===== config.mk =====
export PLATFORM = sky130hd
export DESIGN_NAME = i2c_slave_rx
export DESIGN_NICKNAME = d
export VERILOG_FILES = /design/src/rtl/i2c_slave_rx.sv
export SDC_FILE = /design/constraint.sdc
export NUM_CORES = 1
export LEC_CHECK = 0
export ABC_AREA = 0
export CAP_MARGIN = 30
export CORE_ASPECT_RATIO = 0.5
export CORE_UTILIZATION = 54
export DETAILED_ROUTE_END_ITERATION = 10
export GPL_TIMING_DRIVEN = 0
export HOLD_SLACK_MARGIN = 0.03
export PLACE_DENSITY_LB_ADDON = 0.12
export SYNTH_ARGS = -nofsm -noshare
export SYNTH_HDL_FRONTEND = slang
export SYNTH_SLANG_ARGS = --single-unit

===== constraint.sdc =====
create_clock -name clk_in -period 2.25 [get_ports clk_in]
set_input_delay 0.45 -clock clk_in [delete_from_list [all_inputs] [get_ports clk_in]]
set_output_delay 0.45 -clock clk_in [all_outputs]
set_load 0.05 [all_outputs]

===== src/rtl/i2c_slave_rx.sv =====
// ---------------------------------------------------------------------------
// i2c_slave_rx
// Write-only I2C target. Oversamples SCL/SDA on clk_in, detects START/STOP,
// receives the address byte, ACKs writes to SLAVE_ADDR, then receives and
// ACKs data bytes until STOP or (repeated) START. Each received data byte is
// presented on rx_data with a one-cycle rx_valid strobe.
//
// Ports:
//   clk_in      system clock, at least 8x the SCL frequency
//   resetN      asynchronous active-low reset
//   scl_in      raw bus SCL (asynchronous)
//   sda_in      raw bus SDA (asynchronous)
//   sda_oe      1 = pull SDA low (open-drain enable)
//   rx_data     last received data byte
//   rx_valid    one-cycle strobe, rx_data is new
//   addr_match  high while in an addressed write transaction
//   start_det   one-cycle pulse on START / repeated START
//   stop_det    one-cycle pulse on STOP
//   busy        high whenever the FSM is not IDLE
//
// State table:
//   state    | meaning
//   IDLE     | bus free, waiting for START
//   ADDR     | shifting in the address byte
//   ADDR_ACK | driving ACK for our write address
//   DATA     | shifting in a data byte
//   DATA_ACK | driving ACK for a received data byte
//   IGNORE   | not addressed (or read request), wait for START/STOP
// ---------------------------------------------------------------------------
module i2c_slave_rx #(
    parameter logic [6:0] SLAVE_ADDR  = 7'h50,
    parameter int         SYNC_STAGES = 2
) (
    input  logic       clk_in,
    input  logic       resetN,
    input  logic       scl_in,
    input  logic       sda_in,
    output logic       sda_oe,
    output logic [7:0] rx_data,
    output logic       rx_valid,
    output logic       addr_match,
    output logic       start_det,
    output logic       stop_det,
    output logic       busy
);

    // Depths below 2 are not metastability-safe, so clamp.
    localparam int STAGES = (SYNC_STAGES < 2) ? 2 : SYNC_STAGES;

    typedef enum logic [2:0] {
        ST_IDLE,
        ST_ADDR,
        ST_ADDR_ACK,
        ST_DATA,
        ST_DATA_ACK,
        ST_IGNORE
    } state_t;

    state_t            state;
    logic [STAGES-1:0] scl_sync;
    logic [STAGES-1:0] sda_sync;
    logic              scl_s, sda_s;
    logic              scl_p, sda_p;
    logic [3:0]        bit_cnt;
    logic [7:0]        shift;

    // Synchronizers and previous-sample flops idle high like the bus.
    always_ff @(posedge clk_in or negedge resetN) begin
        if (!resetN) begin
            scl_sync <= '1;
            sda_sync <= '1;
            scl_p    <= 1'b1;
            sda_p    <= 1'b1;
        end else begin
            scl_sync <= {scl_sync[STAGES-2:0], scl_in};
            sda_sync <= {sda_sync[STAGES-2:0], sda_in};
            scl_p    <= scl_s;
            sda_p    <= sda_s;
        end
    end

    assign scl_s = scl_sync[STAGES-1];
    assign sda_s = sda_sync[STAGES-1];

    logic scl_rise, scl_fall, start_cond, stop_cond;

    assign scl_rise = scl_s & ~scl_p;
    assign scl_fall = ~scl_s & scl_p;
    // SCL must be high in both samples, so an SCL edge coinciding with an
    // SDA edge is never taken as START or STOP.
    assign start_cond = scl_s & scl_p & ~sda_s &  sda_p;
    assign stop_cond  = scl_s & scl_p &  sda_s & ~sda_p;

    always_ff @(posedge clk_in or negedge resetN) begin
        if (!resetN) begin
            state      <= ST_IDLE;
            bit_cnt    <= 4'd0;
            shift      <= 8'h00;
            sda_oe     <= 1'b0;
            rx_data    <= 8'h00;
            rx_valid   <= 1'b0;
            addr_match <= 1'b0;
            start_det  <= 1'b0;
            stop_det   <= 1'b0;
        end else begin
            rx_valid  <= 1'b0;
            start_det <= 1'b0;
            stop_det  <= 1'b0;

            if (start_cond) begin
                state      <= ST_ADDR;
                bit_cnt    <= 4'd0;
                shift      <= 8'h00;
                addr_match <= 1'b0;
                sda_oe     <= 1'b0;
                start_det  <= 1'b1;
            end else if (stop_cond) begin
                state      <= ST_IDLE;
                sda_oe     <= 1'b0;
                addr_match <= 1'b0;
                stop_det   <= 1'b1;
            end else begin
                case (state)
                    ST_IDLE: begin
                        sda_oe <= 1'b0;
                    end

                    ST_ADDR: begin
                        if (scl_rise && bit_cnt != 4'd8) begin
                            shift   <= {shift[6:0], sda_s};
                            bit_cnt <= bit_cnt + 4'd1;
                        end else if (scl_fall && bit_cnt == 4'd8) begin
                            if (shift[7:1] == SLAVE_ADDR && !shift[0]) begin
                                sda_oe     <= 1'b1;
                                addr_match <= 1'b1;
                                state      <= ST_ADDR_ACK;
                            end else begin
                                sda_oe <= 1'b0;
                                state  <= ST_IGNORE;
                            end
                        end
                    end

                    ST_ADDR_ACK, ST_DATA_ACK: begin
                        if (scl_fall) begin
                            sda_oe  <= 1'b0;
                            bit_cnt <= 4'd0;
                            state   <= ST_DATA;
                        end
                    end

                    ST_DATA: begin
                        if (scl_rise && bit_cnt != 4'd8) begin
                            shift   <= {shift[6:0], sda_s};
                            bit_cnt <= bit_cnt + 4'd1;
                        end else if (scl_fall && bit_cnt == 4'd8) begin
                            rx_data  <= shift;
                            rx_valid <= 1'b1;
                            sda_oe   <= 1'b1;
                            state    <= ST_DATA_ACK;
                        end
                    end

                    ST_IGNORE: begin
                        sda_oe <= 1'b0;
                    end

                    default: begin
                        sda_oe <= 1'b0;
                        state  <= ST_IDLE;
                    end
                endcase
            end
        end
    end

    assign busy = (state != ST_IDLE);

endmodule

-- Word-level counts from Yosys, hierarchy flattened
Cells that the tools add are included.
- equal/unequal tests: 18
- muxes and demuxes: 41
- $add $sub $neg: 1
- bitwise operators: 14
- reductions and logical operators: 21
- operators with widths (kind ; number):
    2-to-1 mux 8 bit ; 4
    2-to-1 mux 3 bit ; 8
    != test 4 bit (second input constant) ; 6
    2-to-1 mux 1 bit ; 22
    2-to-1 mux 4 bit ; 4
    nonzero test 3 bit ; 5
    one-hot mux 3 bit (4 select lines) ; 1
    AND reduction 5 bit ; 2
    one-hot mux 4 bit (2 select lines) ; 1
    AND reduction 4 bit ; 2
    bitwise AND 1 bit ; 7
    equality test 7 bit (second input constant) ; 1
    inverter 1 bit ; 7
    equality test 3 x 2 -> 1 bit (second input constant) ; 2
    equality test 3 bit (second input constant) ; 2
    != test 3 x 1 -> 1 bit (second input constant) ; 2
    != test 3 bit (second input constant) ; 2
    AND reduction 6 bit ; 1
    OR reduction 2 bit ; 3
    adder 4 x 1 -> 4 bit (second input constant) ; 1
    equality test 4 bit (second input constant) ; 1
    nonzero test 2 bit ; 2
    equality test 3 x 1 -> 1 bit (second input constant) ; 1
    logical AND 1 bit ; 3
    5 further kinds ; 5
- input bits: 4
- register bits: 34
- output and inout port bits: 14

-- Logic depth before layout (Yosys ltp)
Gate-level depths: netlist (run 1).
- word-level depth: 8
- gate-level depth with buffers: 7

-- Worst setup path before layout (run 1)
No wires, ideal clock.
- path kind: register to register
- start point: register shift[2]
- end point: register state[0]
- data arrival time: 1.667 ns
- clock period less this slack: 1.793 ns
- path slack: 0.457 ns
- buffers on the path: 0
- library setup time: 0.126 ns
- cell stages (with the launch flop): 5
- cell sequence: dfrtp_1 -> or4_4 -> or2_1 -> a32o_1 -> a221o_1
- longest elaborated chain between the ends: 8
- RTL lines (what ; RTL line ; RTL):
    from (decl) ; 65 ; logic [7:0] shift;
    from (signal assigned) ; 130 ; shift <= {shift[6:0], sda_s};
    from (signal assigned) ; 154 ; shift <= {shift[6:0], sda_s};
    equality test 7 bit ; 133 ; if (shift[7:1] == SLAVE_ADDR && !shift[0]) begin
    logical AND 1 bit ; 133 ;
    2-to-1 mux 3 bit ; 133 ;
    2-to-1 mux 3 bit ; 132 ; end else if (scl_fall && bit_cnt == 4'd8) begin
    2-to-1 mux 3 bit ; 129 ; if (scl_rise && bit_cnt != 4'd8) begin
    one-hot mux 3 bit (4 select lines) ; 123 ; case (state)
    2-to-1 mux 3 bit ; 117 ; end else if (stop_cond) begin
    2-to-1 mux 3 bit ; 110 ; if (start_cond) begin
    to (signal assigned) ; 111 ; state <= ST_ADDR;
    to (signal assigned) ; 118 ; state <= ST_IDLE;
    to (signal assigned) ; 136 ; state <= ST_ADDR_ACK;
    to (decl) ; 59 ; state_t state;
No other way between the ends. The select of a mux whose other input is x is not followed.
A chain may end at the register's enable or synchronous reset.

-- Worst setup path after layout (run 1)
- start point: register state[1]
- end point: output busy
- longest elaborated chain between the ends: 1
- RTL lines (what ; RTL line ; RTL):
    from (signal assigned) ; 96 ; state <= ST_IDLE;
    from (signal assigned) ; 111 ;
    from (signal assigned) ; 118 ;
    nonzero test 3 bit ; 177 ; assign busy = (state != ST_IDLE);
    to (decl) ; 44 ; output logic busy
No other way between the ends.

==> results of run 1 <==
-- power groups by stage --
stage | clock (uW) | combinational [uW] | sequential (uW)
floorplan | 0 | 361 | 782
global placement | 0 | 457 | 796
detailed placement | 0 | 470 | 799
CTS | 689 | 465 | 788
global route | 712 | 507 | 804
finish | 680 | 467 | 788
-- worst register-to-register path, delay by kind of cell (launching register included) --
kind | cells | cell delay, ns
simple gates | 2 | 0.88
flops | 1 | 0.59
mux | 1 | 0.43
-- final cells by class --
| class | instances | share of cell area, % |
|---|---|---|
| timing repair buffer | 17 | 8.86 |
| tap | 37 | 2.50 |
| clock inverter | 3 | 3.72 |
| clock buffer | 5 | 3.72 |
| sequential | 34 | 46.4 |
| multi-input combinational | 78 | 33.2 |
| buffer | 4 | 0.947 |
| inverter | 3 | 0.609 |
-- cells in the mapped netlist (2+ instances only) --
| library cell | n |
|---|---|
| buf_2 | 2 |
| nor3_1 | 2 |
| mux2_2 | 10 |
| o21ai_0 | 2 |
| a21o_1 | 6 |
| nand3_1 | 3 |
| a22o_1 | 2 |
| and3b_1 | 2 |
| inv_1 | 3 |
| and3_1 | 7 |
| and4b_1 | 2 |
| nand2b_1 | 3 |
| clkbuf_1 | 2 |
| nor2b_1 | 3 |
| dfstp_2 | 6 |
| a221o_1 | 2 |
| ha_1 | 2 |
| o21a_1 | 3 |
| dfrtp_1 | 28 |
| nor2_1 | 4 |
| a21oi_1 | 2 |
-- worst paths after layout --
| check | slack (ns) | endpoint | cells past startpoint |
|---|---|---|---|
| worst max register to register | 0.24 | rx_data[3] | 3 |
| worst max-delay path | 0.15 | busy | 3 |
| worst min register to register | 0.36 | scl_sync[1] | 0 |
| worst min-delay path | 0.22 | bit_cnt[3] | 1 |
| min in group clk_in | 0.36 | scl_sync[1] | 0 |
| max in group asynchronous | 1.56 | rx_data[5] | 1 |
-- routing by layer --
| metal | global-route usage (%) | up-vias |
|---|---|---|
| li1 | - | 490 |
| met4 | 7.21 | 0 |
| met2 | 31.3 | 36 |
| met5 | 0 | - |
| met1 | 27.5 | 506 |
| met3 | 6.28 | 2 |
-- stage by stage --
step	setup WS, ns	total power (uW)	hold slack (ns)	instance area (sq um)
after global placement	0.0633	1250	0.346	1720
after detailed placement	0.178	1270	0.349	1710
after floorplan	0.457	1140	0.154	1500
after CTS	0.150	1940	0.249	1850
final	0.148	1930	0.221	1850
after global routing	0.0627	2020	0.271	1850
-- flip-flops by register name (all words and copies together) (netlist names), 2 cells and up --
name      flops
scl_sync      2
state         3
shift         8
sda_sync      2
rx_data       8
bit_cnt       4
-- cell families (layout without fill, tap and decap cells) --
logic type	after synthesis	after routing	synth area share [%]
buffers and inverters	7	32	1.92
DFF	34	34	57.2
and+or+nand+nor	37	37	16.5
xor gates and xnor gates	2	2	1.17
AOI/OAI and AO/OA	27	27	14.1
muxes	10	10	7.50
adders and majority gates	2	2	1.67
-- what timing repair did --
action                                  CTS  global route
buffers inserted                          0             0
gates resized for setup                   1             0
endpoints found under the setup margin    1             0
==> flow_summary.json, run 1 <==
{
  "vdd_drop_max_mv": 0.498,
  "track_usage_pct": 20.3,
  "cts_buffer_depth": 2,
  "post-route-drc-count": 0,
  "grt_pass1_vias": 904,
  "mostFrequentLayoutCell": "dfrtp_1",
  "worstSetupPathType": "flip-flop to output port",
  "htreeDepth": 2,
  "drv_slew": 0,
  "slowest_delay_ns": 0.42,
  "slew_headroom_pct": 51.1,
  "core_area_sq_mm": 0.00262,
  "clkSlewWorstSetupHoldPaths_ns": 0.07,
  "wl_per_cell_um": 15.2,
  "final-seq-area_sq_um": 858,
  "chipWidth_um": 76.6,
  "area_growth_pct": 23.2,
  "fin_crit_ns": 2.10,
  "crit_arrival_ns": 1.65,
  "rsz0062_at_grt": "false",
  "p_int_uw": 1360,
  "grt_pass1_wl_um": 4370,
  "numCtsBuffers": 5,
  "ys_warn_count": 0,
  "drt_first_pass_iters": 4,
  "diodes": 0,
  "ctsHoldBuffers": 0,
  "power_density_mw_per_mm2": 1050,
  "ys_seq_area_share_pct": 57.2,
  "hpwl_um": 1860,
  "critPathLaunchType": "flip-flop",
  "stdcell_count": 181,
  "totalWireLength_um": 2750,
  "cts_tree": "built",
  "post-route-util_pct": 70.6,
  "worst_pin_slew_ns": 0.734,
  "antenna_found_initial": 0,
  "p_sw_uw": 570,
  "synth_top_area_share_pct": 46.7,
  "ys_ff_latch": 34,
  "cp.required_ns": 1.80,
  "ios": 18,
  "fin_skew_ns": 0.00476,
  "num_vias": 1034,
  "syn_area_per_cell_sq_um": 12.6,
  "gpl.final_weighted_congestion": 0.835,
  "maxCapViolCount": 0,
  "grt_max_degree": 35,
  "drt-met1-wl_um": 1420,
  "p_leak_uw": 0.000913,
  "nNetsFinal": 149,
  "met2RoutedLength_um": 1150,
  "clk-insertion-delay-late_ns": 0.29,
  "multi_input_comb_area_sq_um": 614,
  "wl_met3_um": 157,
  "drtIter0Drc": 63,
  "finalSetupViolCount": 0,
  "overflow": 0,
  "synth_top_area_cell": "dfrtp_1",
  "cp-end-kind": "output port",
  "synth-edff-count": 0,
  "cp_top_family": "buffers and inverters",
  "p_seq_share_pct": 40.7,
  "status": "complete, no violations",
  "path_cells": "clkbuf_1 > or3_1 > dlygate4sd2_1",
  "synth.distinct_cells": 44,
  "synthTopCellsByArea": "dfrtp_1, dfstp_2, mux2_2",
  "synth_cells": 119,
  "layout_common_cells": "dfrtp_1, clkdlybuf4s50_1, mux2_2, and3_1",
  "cp_max_fo": 10,
  "drive_above_1_share_pct": 22.9,
  "placed_cells": 173,
  "setup_tns_ns": 0,
  "nFillCells": 185,
  "die_h_um": 39.3,
  "hold_viol": 0,
  "power.clock.fraction_pct": 35.1,
  "start_util_pct": 57.3,
  "fin_crit_sh_pct": 93.4,
  "r2r-start": "scl_p",
  "slowest_stage": "dlygate4sd2_1",
  "highest_layer": "met4",
  "async_reset_ff_share_pct": 100,
  "crit_path_start": "state[1]",
  "ant_nets": 0,
  "p_sw_share_pct": 29.5,
  "critical_path_buf_inv_count": 2,
  "syn-cell-area_sq_mm": 0.00150,
  "io_buffers": 17,
  "clkSinkCount": 34,
  "cts_root_buffer": "clkbuf_8",
  "power_frac_comb_pct": 24.1,
  "rows": 13,
  "hp-class": "input port to asynchronous set/reset pin",
  "fmax_mhz": 476,
  "die_area_sq_mm": 0.00301,
  "viasPerCell": 5.71,
  "syn_nets": 125,
  "ys.flop_type": "dfrtp_1"
}
Power figures use the tool's default switching activity.
==> run 2, diff against run 1 <==
--- a/config.mk
+++ b/config.mk
@@ -9,6 +9,7 @@
 export CAP_MARGIN = 30
 export CORE_ASPECT_RATIO = 0.5
 export CORE_UTILIZATION = 54
+export CTS_CLUSTER_SIZE = 24
 export DETAILED_ROUTE_END_ITERATION = 10
 export GPL_TIMING_DRIVEN = 0
 export HOLD_SLACK_MARGIN = 0.03
==> results of run 2 <==
The final DEF is identical to that of run 1; final timing and power are the same.
==> run 3, diff against run 2 <==
--- a/config.mk
+++ b/config.mk
@@ -12,7 +12,6 @@
 export CTS_CLUSTER_SIZE = 24
 export DETAILED_ROUTE_END_ITERATION = 10
 export GPL_TIMING_DRIVEN = 0
-export HOLD_SLACK_MARGIN = 0.03
 export PLACE_DENSITY_LB_ADDON = 0.12
 export SYNTH_ARGS = -nofsm -noshare
 export SYNTH_HDL_FRONTEND = slang
==> results of run 3 <==
The final DEF is identical to that of run 1; final timing and power are the same.
